==> config.mk <==
export PLATFORM = sky130hd
export DESIGN_NAME = bilerp_scaler_ctrl
export DESIGN_NICKNAME = d
export VERILOG_FILES = /design/src/rtl/bilerp_pkg.sv /design/src/rtl/bilerp_coord_gen.sv /design/src/rtl/bilerp_scaler_ctrl.sv
export SDC_FILE = /design/constraint.sdc
export NUM_CORES = 1
export LEC_CHECK = 0
export CAP_MARGIN = 5
export CORE_UTILIZATION = 58
export CTS_CLUSTER_DIAMETER = 30
export DETAILED_ROUTE_END_ITERATION = 12
export MAX_ROUTING_LAYER = met4
export PLACE_DENSITY = 0.82
export SLEW_MARGIN = 10
export SYNTH_ARGS = -nofsm -noshare
export SYNTH_HDL_FRONTEND = slang
export SYNTH_SLANG_ARGS = --single-unit
export TNS_END_PERCENT = 20
==> constraint.sdc <==
create_clock -name clk -period 8.65 [get_ports clk]
set_input_delay 1.73 -clock clk [delete_from_list [all_inputs] [get_ports clk]]
set_output_delay 1.73 -clock clk [all_outputs]
set_load 0.01 [all_outputs]
==> src/rtl/bilerp_pkg.sv <==
// bilerp_pkg: state encoding, fetch constants and the bilinear datapath
package bilerp_pkg;

    typedef enum logic [1:0] {
        IDLE    = 2'd0,
        FETCH   = 2'd1,
        CALC    = 2'd2,
        PRESENT = 2'd3
    } state_t;

    localparam int SCALE_LOG2 = 4;
    localparam logic [2:0] FETCH_LAST = 3'd4;

    // Neighbour slots in fetch order; bit 0 selects sx1, bit 1 selects sy1
    localparam logic [1:0] NBR_00 = 2'd0;
    localparam logic [1:0] NBR_01 = 2'd1;
    localparam logic [1:0] NBR_10 = 2'd2;
    localparam logic [1:0] NBR_11 = 2'd3;

    // 2-bit samples widened by replication, horizontal then vertical lerp, top nibble kept
    function automatic logic [3:0] bilerp(input logic [1:0] n00, input logic [1:0] n01,
                                          input logic [1:0] n10, input logic [1:0] n11,
                                          input logic [3:0] alpha, input logic [3:0] beta);
        logic [11:0] top, bot, v;
        top = 12'({n00, n00}) * (12'd16 - 12'(alpha)) + 12'({n01, n01}) * 12'(alpha);
        bot = 12'({n10, n10}) * (12'd16 - 12'(alpha)) + 12'({n11, n11}) * 12'(alpha);
        v   = top * (12'd16 - 12'(beta)) + bot * 12'(beta);
        return v[11:8];
    endfunction

endpackage

==> src/rtl/bilerp_coord_gen.sv <==
// bilerp_coord_gen: output raster counters, edge clamp, neighbour address and eol/last flags (tile ports under BILERP_NBR_CACHE_EN)
import bilerp_pkg::*;

module bilerp_coord_gen #(
    parameter int SRC_W  = 4,
    parameter int SRC_H  = 2,
    parameter int ADDR_W = 8
) (
    input  logic              clk,
    input  logic              rst_n,
    input  logic              clr,
    input  logic              adv,
    input  logic [1:0]        sel,
    output logic [ADDR_W-1:0] addr,
    output logic [3:0]        alpha,
    output logic [3:0]        beta,
    output logic              eol,
`ifdef BILERP_NBR_CACHE_EN
    output logic [$clog2(SRC_W)+$clog2(SRC_H)-1:0] tile,
    output logic [$clog2(SRC_W)+$clog2(SRC_H)-1:0] nxt_tile,
`endif
    output logic              last
);

    localparam int SX_W = $clog2(SRC_W);
    localparam int SY_W = $clog2(SRC_H);
    localparam int OX_W = SX_W + SCALE_LOG2;
    localparam int OY_W = SY_W + SCALE_LOG2;

    logic [OX_W-1:0] ox_q, ox_d, ox_n;
    logic [OY_W-1:0] oy_q, oy_d, oy_n;
    logic [SX_W-1:0] sx, sx1;
    logic [SY_W-1:0] sy, sy1;

    // Split coordinates, clamp the +1 neighbour at the far edge, compute next raster position
    always_comb begin
        sx    = ox_q[OX_W-1:SCALE_LOG2];
        sy    = oy_q[OY_W-1:SCALE_LOG2];
        alpha = ox_q[SCALE_LOG2-1:0];
        beta  = oy_q[SCALE_LOG2-1:0];
        sx1   = (sx == SX_W'(SRC_W - 1)) ? sx : sx + SX_W'(1);
        sy1   = (sy == SY_W'(SRC_H - 1)) ? sy : sy + SY_W'(1);
        eol   = ox_q == OX_W'((SRC_W << SCALE_LOG2) - 1);
        last  = eol && (oy_q == OY_W'((SRC_H << SCALE_LOG2) - 1));
        ox_n  = eol ? '0 : ox_q + OX_W'(1);
        oy_n  = eol ? oy_q + OY_W'(1) : oy_q;
        ox_d  = clr ? '0 : adv ? ox_n : ox_q;
        oy_d  = clr ? '0 : adv ? oy_n : oy_q;
        addr  = ADDR_W'(sel[1] ? sy1 : sy) * ADDR_W'(SRC_W) + ADDR_W'(sel[0] ? sx1 : sx);
`ifdef BILERP_NBR_CACHE_EN
        tile     = {sx, sy};
        nxt_tile = {ox_n[OX_W-1:SCALE_LOG2], oy_n[OY_W-1:SCALE_LOG2]};
`endif
    end

    // Raster position registers
    always_ff @(posedge clk or negedge rst_n) begin
        if (!rst_n) begin
            ox_q <= '0;
            oy_q <= '0;
        end else begin
            ox_q <= ox_d;
            oy_q <= oy_d;
        end
    end

endmodule

==> src/rtl/bilerp_scaler_ctrl.sv <==
// bilerp_scaler_ctrl: fetch/calc/present sequencer for the 16x bilinear upscaler (neighbour cache under BILERP_NBR_CACHE_EN)
import bilerp_pkg::*;

module bilerp_scaler_ctrl #(
    parameter int SRC_W  = 4,
    parameter int SRC_H  = 2,
    parameter int ADDR_W = 8
) (
    input  logic              clk,
    input  logic              rst_n,
    input  logic              start,
    output logic              busy,
    output logic              rd_en,
    output logic [ADDR_W-1:0] rd_addr,
    input  logic [1:0]        rd_data,
    output logic              pix_valid,
    input  logic              pix_ready,
    output logic [3:0]        pix_data,
    output logic              pix_eol,
    output logic              pix_last,
    output logic              done
);

    state_t            state_q, state_d;
    logic [2:0]        fcnt_q, fcnt_d;
    logic [1:0]        n_q [4];
    logic [1:0]        n_d [4];
    logic [3:0]        pix_data_q, pix_data_d;
    logic              pix_valid_q, pix_valid_d;
    logic              pix_eol_q, pix_eol_d;
    logic              pix_last_q, pix_last_d;
    logic              done_q, done_d;
    logic              clr, adv, hit, eol, last;
    logic [ADDR_W-1:0] addr;
    logic [3:0]        alpha, beta;

`ifdef BILERP_NBR_CACHE_EN
    localparam int T_W = $clog2(SRC_W) + $clog2(SRC_H);
    logic [T_W-1:0] tile, nxt_tile, tag_q, tag_d;
    logic           tag_v_q, tag_v_d;
    assign hit = tag_v_q && (tag_q == nxt_tile);
`else
    assign hit = 1'b0;
`endif

    bilerp_coord_gen #(.SRC_W(SRC_W), .SRC_H(SRC_H), .ADDR_W(ADDR_W)) u_coord (
        .clk      (clk),
        .rst_n    (rst_n),
        .clr      (clr),
        .adv      (adv),
        .sel      (fcnt_q[1:0]),
        .addr     (addr),
        .alpha    (alpha),
        .beta     (beta),
        .eol      (eol),
`ifdef BILERP_NBR_CACHE_EN
        .tile     (tile),
        .nxt_tile (nxt_tile),
`endif
        .last     (last)
    );

    assign busy      = state_q != IDLE;
    assign rd_en     = (state_q == FETCH) && (fcnt_q != FETCH_LAST);
    assign rd_addr   = rd_en ? addr : '0;
    assign pix_valid = pix_valid_q;
    assign pix_data  = pix_data_q;
    assign pix_eol   = pix_eol_q;
    assign pix_last  = pix_last_q;
    assign done      = done_q;

    // Next state: reads issue on fcnt 0..3, data lands one cycle later on fcnt 1..4
    always_comb begin
        state_d     = state_q;
        fcnt_d      = fcnt_q;
        n_d         = n_q;
        pix_data_d  = pix_data_q;
        pix_valid_d = pix_valid_q;
        pix_eol_d   = pix_eol_q;
        pix_last_d  = pix_last_q;
        done_d      = 1'b0;
        clr         = 1'b0;
        adv         = 1'b0;
`ifdef BILERP_NBR_CACHE_EN
        tag_d       = tag_q;
        tag_v_d     = tag_v_q;
`endif
        case (state_q)
            IDLE: begin
`ifdef BILERP_NBR_CACHE_EN
                tag_v_d = 1'b0;
`endif
                if (start) begin
                    state_d = FETCH;
                    fcnt_d  = '0;
                    clr     = 1'b1;
                end
            end
            FETCH: begin
                fcnt_d = fcnt_q + 3'd1;
                if (fcnt_q != 3'd0) n_d[fcnt_q[1:0] - 2'd1] = rd_data;
                if (fcnt_q == FETCH_LAST) begin
                    state_d = CALC;
`ifdef BILERP_NBR_CACHE_EN
                    tag_d   = tile;
                    tag_v_d = 1'b1;
`endif
                end
            end
            CALC: begin
                pix_data_d  = bilerp(n_q[NBR_00], n_q[NBR_01], n_q[NBR_10], n_q[NBR_11], alpha, beta);
                pix_valid_d = 1'b1;
                pix_eol_d   = eol;
                pix_last_d  = last;
                state_d     = PRESENT;
            end
            PRESENT: begin
                if (pix_ready) begin
                    pix_valid_d = 1'b0;
                    pix_eol_d   = 1'b0;
                    pix_last_d  = 1'b0;
                    adv         = 1'b1;
                    fcnt_d      = '0;
                    done_d      = pix_last_q;
                    state_d     = pix_last_q ? IDLE : hit ? CALC : FETCH;
                end
            end
        endcase
    end

    // Sequencer, neighbour and output registers
    always_ff @(posedge clk or negedge rst_n) begin
        if (!rst_n) begin
            state_q     <= IDLE;
            fcnt_q      <= '0;
            n_q         <= '{default: '0};
            pix_data_q  <= '0;
            pix_valid_q <= 1'b0;
            pix_eol_q   <= 1'b0;
            pix_last_q  <= 1'b0;
            done_q      <= 1'b0;
`ifdef BILERP_NBR_CACHE_EN
            tag_q       <= '0;
            tag_v_q     <= 1'b0;
`endif
        end else begin
            state_q     <= state_d;
            fcnt_q      <= fcnt_d;
            n_q         <= n_d;
            pix_data_q  <= pix_data_d;
            pix_valid_q <= pix_valid_d;
            pix_eol_q   <= pix_eol_d;
            pix_last_q  <= pix_last_d;
            done_q      <= done_d;
`ifdef BILERP_NBR_CACHE_EN
            tag_q       <= tag_d;
            tag_v_q     <= tag_v_d;
`endif
        end
    end

endmodule

==> results.sh, run 1 <==
export IMPL_path_class="flip-flop to flip-flop"
export IMPL_path_max_fanout=4
export IMPL_cts_max_level=2
export IMPL_timing_final_ws_setup_ps=-216
export IMPL_min_period_ps=8870
export IMPL_hold_class="flip-flop to flip-flop"
export IMPL_cts_buffers=5
export IMPL_fp_dieW_um=107
export IMPL_syn_instance_count=697
export IMPL_worst_path_most_repeated_cell="fa_1"
export IMPL_yosysUniqueCellTypes=58
export IMPL_grt_overflow_total=0
export IMPL_mostFrequentLayoutCell="inv_1"
export IMPL_clockBufferDepth=2
export IMPL_synth_simple_gate_area_frac=0.163
export IMPL_max_slew_worst_pin_slew_ps=933
export IMPL_cts_sink_count=32
export IMPL_arrival_ps=9050
export IMPL_synth_fa_ha_area_frac=0.464
export IMPL_max_freq_ghz=0.113
export IMPL_route_detailed_drc=0
export IMPL_clock_latency_ps=290
export IMPL_via_count=4763
export IMPL_grt_pass1_vias=5255
export IMPL_synthMuxAreaShare=0.0208
export IMPL_synth_edf_count=0
export IMPL_start_util=0.607
export IMPL_antenna_left=0
export IMPL_synth_area_per_cell_sq_um=9.16
export IMPL_rows=37
export IMPL_final_hold_violation_count=0
export IMPL_final_cell_mix="inv_1, fa_1, ha_1"
export IMPL_drive_above_1_share=0.123
export IMPL_drt_iter0_drc=184
export IMPL_core_area_sq_mm=0.0105
export IMPL_die_h_um=107
export IMPL_rsz0062_at_grt="true"
export IMPL_yosys_warnings=0
export IMPL_globalRouteTotalUtil=0.267
export IMPL_insertedDiodeCount=0
export IMPL_violations="setup timing"
export IMPL_clk_pin_slew_worst_paths_ps=80
export IMPL_finish_utilization=0.682
export IMPL_setup_viol=4
export IMPL_pin_count=24
export IMPL_critPathMaxStageDelay_ps=580
export IMPL_layout_nets=928
export IMPL_synth_compound_area_frac=0.0706
export IMPL_cts_tree="built"
export IMPL_vias_per_cell=5.43
export IMPL_antenna_found_initial=0
export IMPL_synthArstFlopShare=1.00
export IMPL_wl_per_cell_um=15.2
export IMPL_endpoint_kind="flip-flop"
export IMPL_yosysSeqAreaShare=0.125
export IMPL_gp_congestion=0.928
export IMPL_grt_pass1_wl_um=23500
export IMPL_worstPathRequired_ps=8830
export IMPL_port_buffers=18
export IMPL_netlist_area_sq_mm=0.00638
export IMPL_dr_pass1_iters=4
export IMPL_maxSlewViolCount=0
export IMPL_cts_hold_buf=0
export IMPL_yosys_most_used_dff="dfrtp_1"
export IMPL_cts_root_buf="clkbuf_8"
export IMPL_grt_max_degree=33
export IMPL_fin_crit_sh=1.02
export IMPL_dieArea_sq_mm=0.0114
export IMPL_fin_skew_ps=8.62
export IMPL_area_delta_synth_final_pct=12.2
export IMPL_slew_headroom=0.377
export IMPL_wirelength_um=13300
export IMPL_status="finished with violations"
export IMPL_slowest_stage="fa_1"
export IMPL_dp_hpwl_um=11300
export IMPL_synth_top_family_by_area="adder cells"
export IMPL_start_kind="flip-flop"
export IMPL_maxCapViolCount=0
export IMPL_synth_seq_cells=32
export IMPL_synthXorXnorAreaFrac=0.0557
==> registers in the layout, indices dropped and copies added, names as in the netlist <==
register / flops
pix_last: 1
u_coord.oy_q: 5
pix_data: 4
u_coord.ox_q: 6
pix_valid: 1
pix_eol: 1
n_q: 8
done: 1
state_q: 2
fcnt_q: 3
==> cell type report <==
| cell class | count | area (sq um) |
|---|---|---|
| flip-flops and latches | 32 | 801 |
| well taps | 136 | 170 |
| repair buffers | 51 | 428 |
| fillers | 801 | 3350 |
| inverters | 143 | 537 |
| multi-input cells | 507 | 5140 |
| clock buffers | 5 | 68.8 |
| clock inverters | 3 | 18.8 |
==> layer usage <==
metal	track usage	vias to the layer above	part of all wire
met2	0.503	92	0.55
met5	-	-	0
met3	0.0225	29	0.026
met1	0.299	2383	0.40
met4	0.0812	0	0.024
li1	-	2259	-
==> through the flow <==
step | hold WS (ps) | TNS (ps) | area (sq um) | cells | worst slack (ps)
2_1_floorplan | 510 | -2.49 | 6480 | 701 | -2.49
3_3_place_gp | 488 | -226 | 6920 | 862 | -135
3_5_place_dp | 504 | -1230 | 6920 | 862 | -391
4_1_cts | 525 | -575 | 7110 | 876 | -211
5_1_grt | 550 | -1970 | 7160 | 877 | -576
6_report | 523 | -626 | 7160 | 877 | -216
==> Yosys cell counts, types with 2 or more instances <==
cell / instances / area (sq um)
inv_1: 143 / 537
ha_1: 91 / 1140
mux2i_1: 2 / 20.0
or4_1: 2 / 15.0
nor4bb_1: 2 / 20.0
clkbuf_1: 11 / 41.3
nor2b_1: 3 / 18.8
dfrtp_1: 32 / 801
o21bai_1: 3 / 22.5
a211oi_1: 2 / 15.0
o21a_1: 3 / 22.5
buf_4: 5 / 37.5
nor2_1: 24 / 90.1
o21ai_0: 14 / 70.1
and2_1: 58 / 363
a21o_1: 8 / 60.1
nand4_1: 3 / 18.8
nand2_1: 75 / 282
a221oi_2: 2 / 30.0
and3_1: 5 / 31.3
o22ai_1: 3 / 18.8
fa_1: 91 / 1820
xor2_1: 15 / 131
xnor2_1: 18 / 158
nor3_1: 5 / 25.0
buf_2: 2 / 10.0
o21ai_1: 3 / 15.0
nand2b_1: 3 / 18.8
a21oi_1: 16 / 80.1
nor3b_1: 2 / 15.0
mux2_2: 10 / 113
nand3_1: 15 / 75.1
==> final timing paths <==
check | startpoint | slack [ps] | depth (start not counted) | endpoint
setup / recovery | n_q[1]$_DFFE_PN0P_ | -220 | 31 | pix_data[2]$_DFFE_PN0P_
hold / removal | pix_data[1]$_DFFE_PN0P_ | 520 | 1 | pix_data[1]$_DFFE_PN0P_
setup reg to reg | n_q[1]$_DFFE_PN0P_ | -220 | 31 | pix_data[2]$_DFFE_PN0P_
hold reg to reg | pix_data[1]$_DFFE_PN0P_ | 520 | 1 | pix_data[1]$_DFFE_PN0P_
max in group asynchronous | rst_n | 6500 | 2 | n_q[7]$_DFFE_PN0P_
min in group asynchronous | rst_n | 1840 | 2 | pix_valid$_DFFE_PN0P_
==> critical path, delay by kind of cell (launching register included) <==
| family | cells | cell delay [ps] |
|---|---|---|
| compound gates | 7 | 1330 |
| xor+xnor | 1 | 200 |
| fa+ha+maj | 13 | 5950 |
| buf+inv | 5 | 340 |
| flops | 1 | 380 |
| simple gates | 5 | 550 |
==> kinds of logic (layout without fill, tap and decap cells) <==
family,Yosys count,after routing
multiplexers,12,12
flip-flops,32,32
AND/OR/NAND/NOR,205,205
adder cells (fa/ha/maj),182,182
AO/OA/AOI/OAI,67,67
other,1,5
buffers and inverters,162,202
XOR/XNOR,36,36
==> repair_timing <==
| action | CTS | global route |
|---|---|---|
| resized for setup | 14 | 6 |
| buffers inserted | 6 | 1 |
| pin swaps | 30 | 6 |
| setup endpoints to repair | 4 | 4 |
Power of run 1 is left out: the tool's default activity adds up to more than one toggle a clock period on the data nets, which glitch-free logic cannot reach.
==> run 2: changes to the inputs <==
- SLEW_MARGIN: 10 -> 30
==> run 2 against run 1 <==
The flow still finishes with violations (setup timing). Largest cell class unchanged. Final area is essentially flat. Worst setup slack barely moved. Critical endpoint unchanged. Count of clock-buffer cells in the layout unchanged. Core utilization about the same. Final cell count did not move. Critical path type unchanged. Global-route usage did not move. Highest routed layer unchanged.
==> results.sh, run 2 (synthesized netlist as in run 1, its figures left out) <==
export IMPL_violations="setup timing"
export IMPL_antenna_left=0
export IMPL_vias_per_cell=5.40
export IMPL_top_register="n_q"
export IMPL_rows=37
export IMPL_worst_path_most_repeated_cell="fa_1"
export IMPL_path_max_fanout=4
export IMPL_wirelength_um=13400
export IMPL_grt_pass1_wl_um=23500
export IMPL_slowest_stage="fa_1"
export IMPL_cpLargestDelayFamily="adder cells"
export IMPL_path_class="flip-flop to flip-flop"
export IMPL_wl_per_cell_um=15.2
export IMPL_crit_buf_inv=5
export IMPL_critPathMaxStageDelay_ps=580
export IMPL_globalRouteTotalUtil=0.267
export IMPL_start_util=0.607
export IMPL_fill_cells=800
export IMPL_status="finished with violations"
export IMPL_cts_sink_count=32
export IMPL_clock_latency_ps=290
export IMPL_grt_max_degree=33
export IMPL_antenna_found_initial=0
export IMPL_die_h_um=107
export IMPL_final_cell_mix="inv_1, fa_1, ha_1"
export IMPL_dr_pass1_iters=5
export IMPL_setup_viol=4
export IMPL_cp_depth=31
export IMPL_drive_above_1_share=0.124
export IMPL_cts_tree="built"
export IMPL_r2r_setup_slack_ps=-220
export IMPL_maxCapViolCount=0
export IMPL_rr_endpoint="pix_data[2]$_DFFE_PN0P_"
export IMPL_fin_crit_sh=1.02
export IMPL_dieArea_sq_mm=0.0114
export IMPL_min_from="pix_data[1]$_DFFE_PN0P_"
export IMPL_fp_dieW_um=107
export IMPL_worstPathRequired_ps=8830
export IMPL_place_area_sq_mm=0.00692
export IMPL_hold_depth=1
export IMPL_final_hold_violation_count=0
export IMPL_grt_pass1_vias=5255
export IMPL_hold_class="flip-flop to flip-flop"
export IMPL_cts_root_buf="clkbuf_8"
export IMPL_pin_count=24
export IMPL_stdcell_area_sq_mm=0.00717
export IMPL_max_slew_worst_pin_slew_ps=822
export IMPL_cts_max_level=2
export IMPL_reg_largest_list="n_q x8, u_coord.ox_q x6, u_coord.oy_q x5"
export IMPL_place_ws_ps=-391
export IMPL_timing_final_ws_setup_ps=-216
export IMPL_drt_iter0_drc=184
export IMPL_clockBufferDepth=2
export IMPL_endpoint_kind="flip-flop"
export IMPL_rsz0062_at_grt="true"
export IMPL_arrival_ps=9050
export IMPL_reg2reg_depth=31
export IMPL_cts_buffers=5
export IMPL_via_count=4734
export IMPL_holdWs_ps=523
export IMPL_route_detailed_drc=0
export IMPL_largest_reg_flops=8
export IMPL_port_buffers=18
export IMPL_area_delta_synth_final_pct=12.3
export IMPL_maxSlewViolCount=0
export IMPL_clk_pin_slew_worst_paths_ps=80
export IMPL_hold_end="pix_data[1]$_DFFE_PN0P_"
export IMPL_max_freq_ghz=0.113
export IMPL_slew_headroom=0.452
export IMPL_regToRegStartpoint="n_q[1]$_DFFE_PN0P_"
export IMPL_start_kind="flip-flop"
export IMPL_insertedDiodeCount=0
export IMPL_dp_hpwl_um=11300
export IMPL_grt_overflow_total=0
export IMPL_min_period_ps=8870
export IMPL_fin_skew_ps=9.94
export IMPL_core_area_sq_mm=0.0105
export IMPL_gp_congestion=0.928
export IMPL_mostFrequentLayoutCell="inv_1"
export IMPL_layout_nets=928
==> run 2: cell count changes in the layout (fill, tap and decap cells not counted) <==
cell | previous run | this run
nor3b_2 | 0 | 1
nor3b_1 | 2 | 1
==> run 2: layout make-up <==
| cell class | count | area, sq um | area share |
|---|---|---|---|
| multi-input combinational | 507 | 5140 | 0.718 |
| sequential | 32 | 801 | 0.112 |
| clock buffer | 5 | 68.8 | 0.00960 |
| timing repair buffer | 51 | 428 | 0.0597 |
| clock inverter | 3 | 18.8 | 0.00262 |
| inverter | 143 | 537 | 0.0749 |
| tap | 136 | 170 | 0.0237 |
==> run 2: layer usage <==
layer,up-vias,part of all wire,track usage
met5,-,0,-
met4,0,0.022,0.0812
met3,27,0.025,0.0225
met2,80,0.55,0.503
met1,2370,0.40,0.299
li1,2257,-,-
==> run 2: worst max path at each step <==
stage | slack [ps] | startpoint | end
6_report | -220 | n_q[1]$_DFFE_PN0P_ | pix_data[2]$_DFFE_PN0P_
5_1_grt | -580 | n_q[0]$_DFFE_PN0P_ | pix_data[3]$_DFFE_PN0P_
4_1_cts | -210 | n_q[0]$_DFFE_PN0P_ | pix_data[3]$_DFFE_PN0P_
3_5_place_dp | -390 | n_q[0]$_DFFE_PN0P_ | pix_data[3]$_DFFE_PN0P_
3_3_place_gp | -140 | n_q[0]$_DFFE_PN0P_ | pix_data[3]$_DFFE_PN0P_
2_1_floorplan | -2 | u_coord.ox_q[2]$_DFFE_PN0P_ | pix_data[2]$_DFFE_PN0P_
==> run 2: per-stage QoR <==
stage	std cells	TNS, ps	util
after floorplan	701	-2.49	-
after global placement	862	-226	0.658
after detailed placement	862	-1230	0.658
after CTS	876	-575	0.677
after global routing	877	-1970	0.682
final	877	-620	0.682
==> run 2: what timing repair did <==
item,in CTS,in global routing
gates resized for setup,14,6
hold buffers,0,0
gates cloned,0,0
pin swaps,30,6
buffers inserted,6,1
setup endpoints to repair,4,4
Power of run 2 is left out for the same reason.
==> run 3: changes to the inputs <==
- GPL_ROUTABILITY_DRIVEN: default -> 1
==> results of run 3 <==
The final DEF is identical to that of run 2; final timing and power are the same.
Power of run 3 is left out for the same reason.
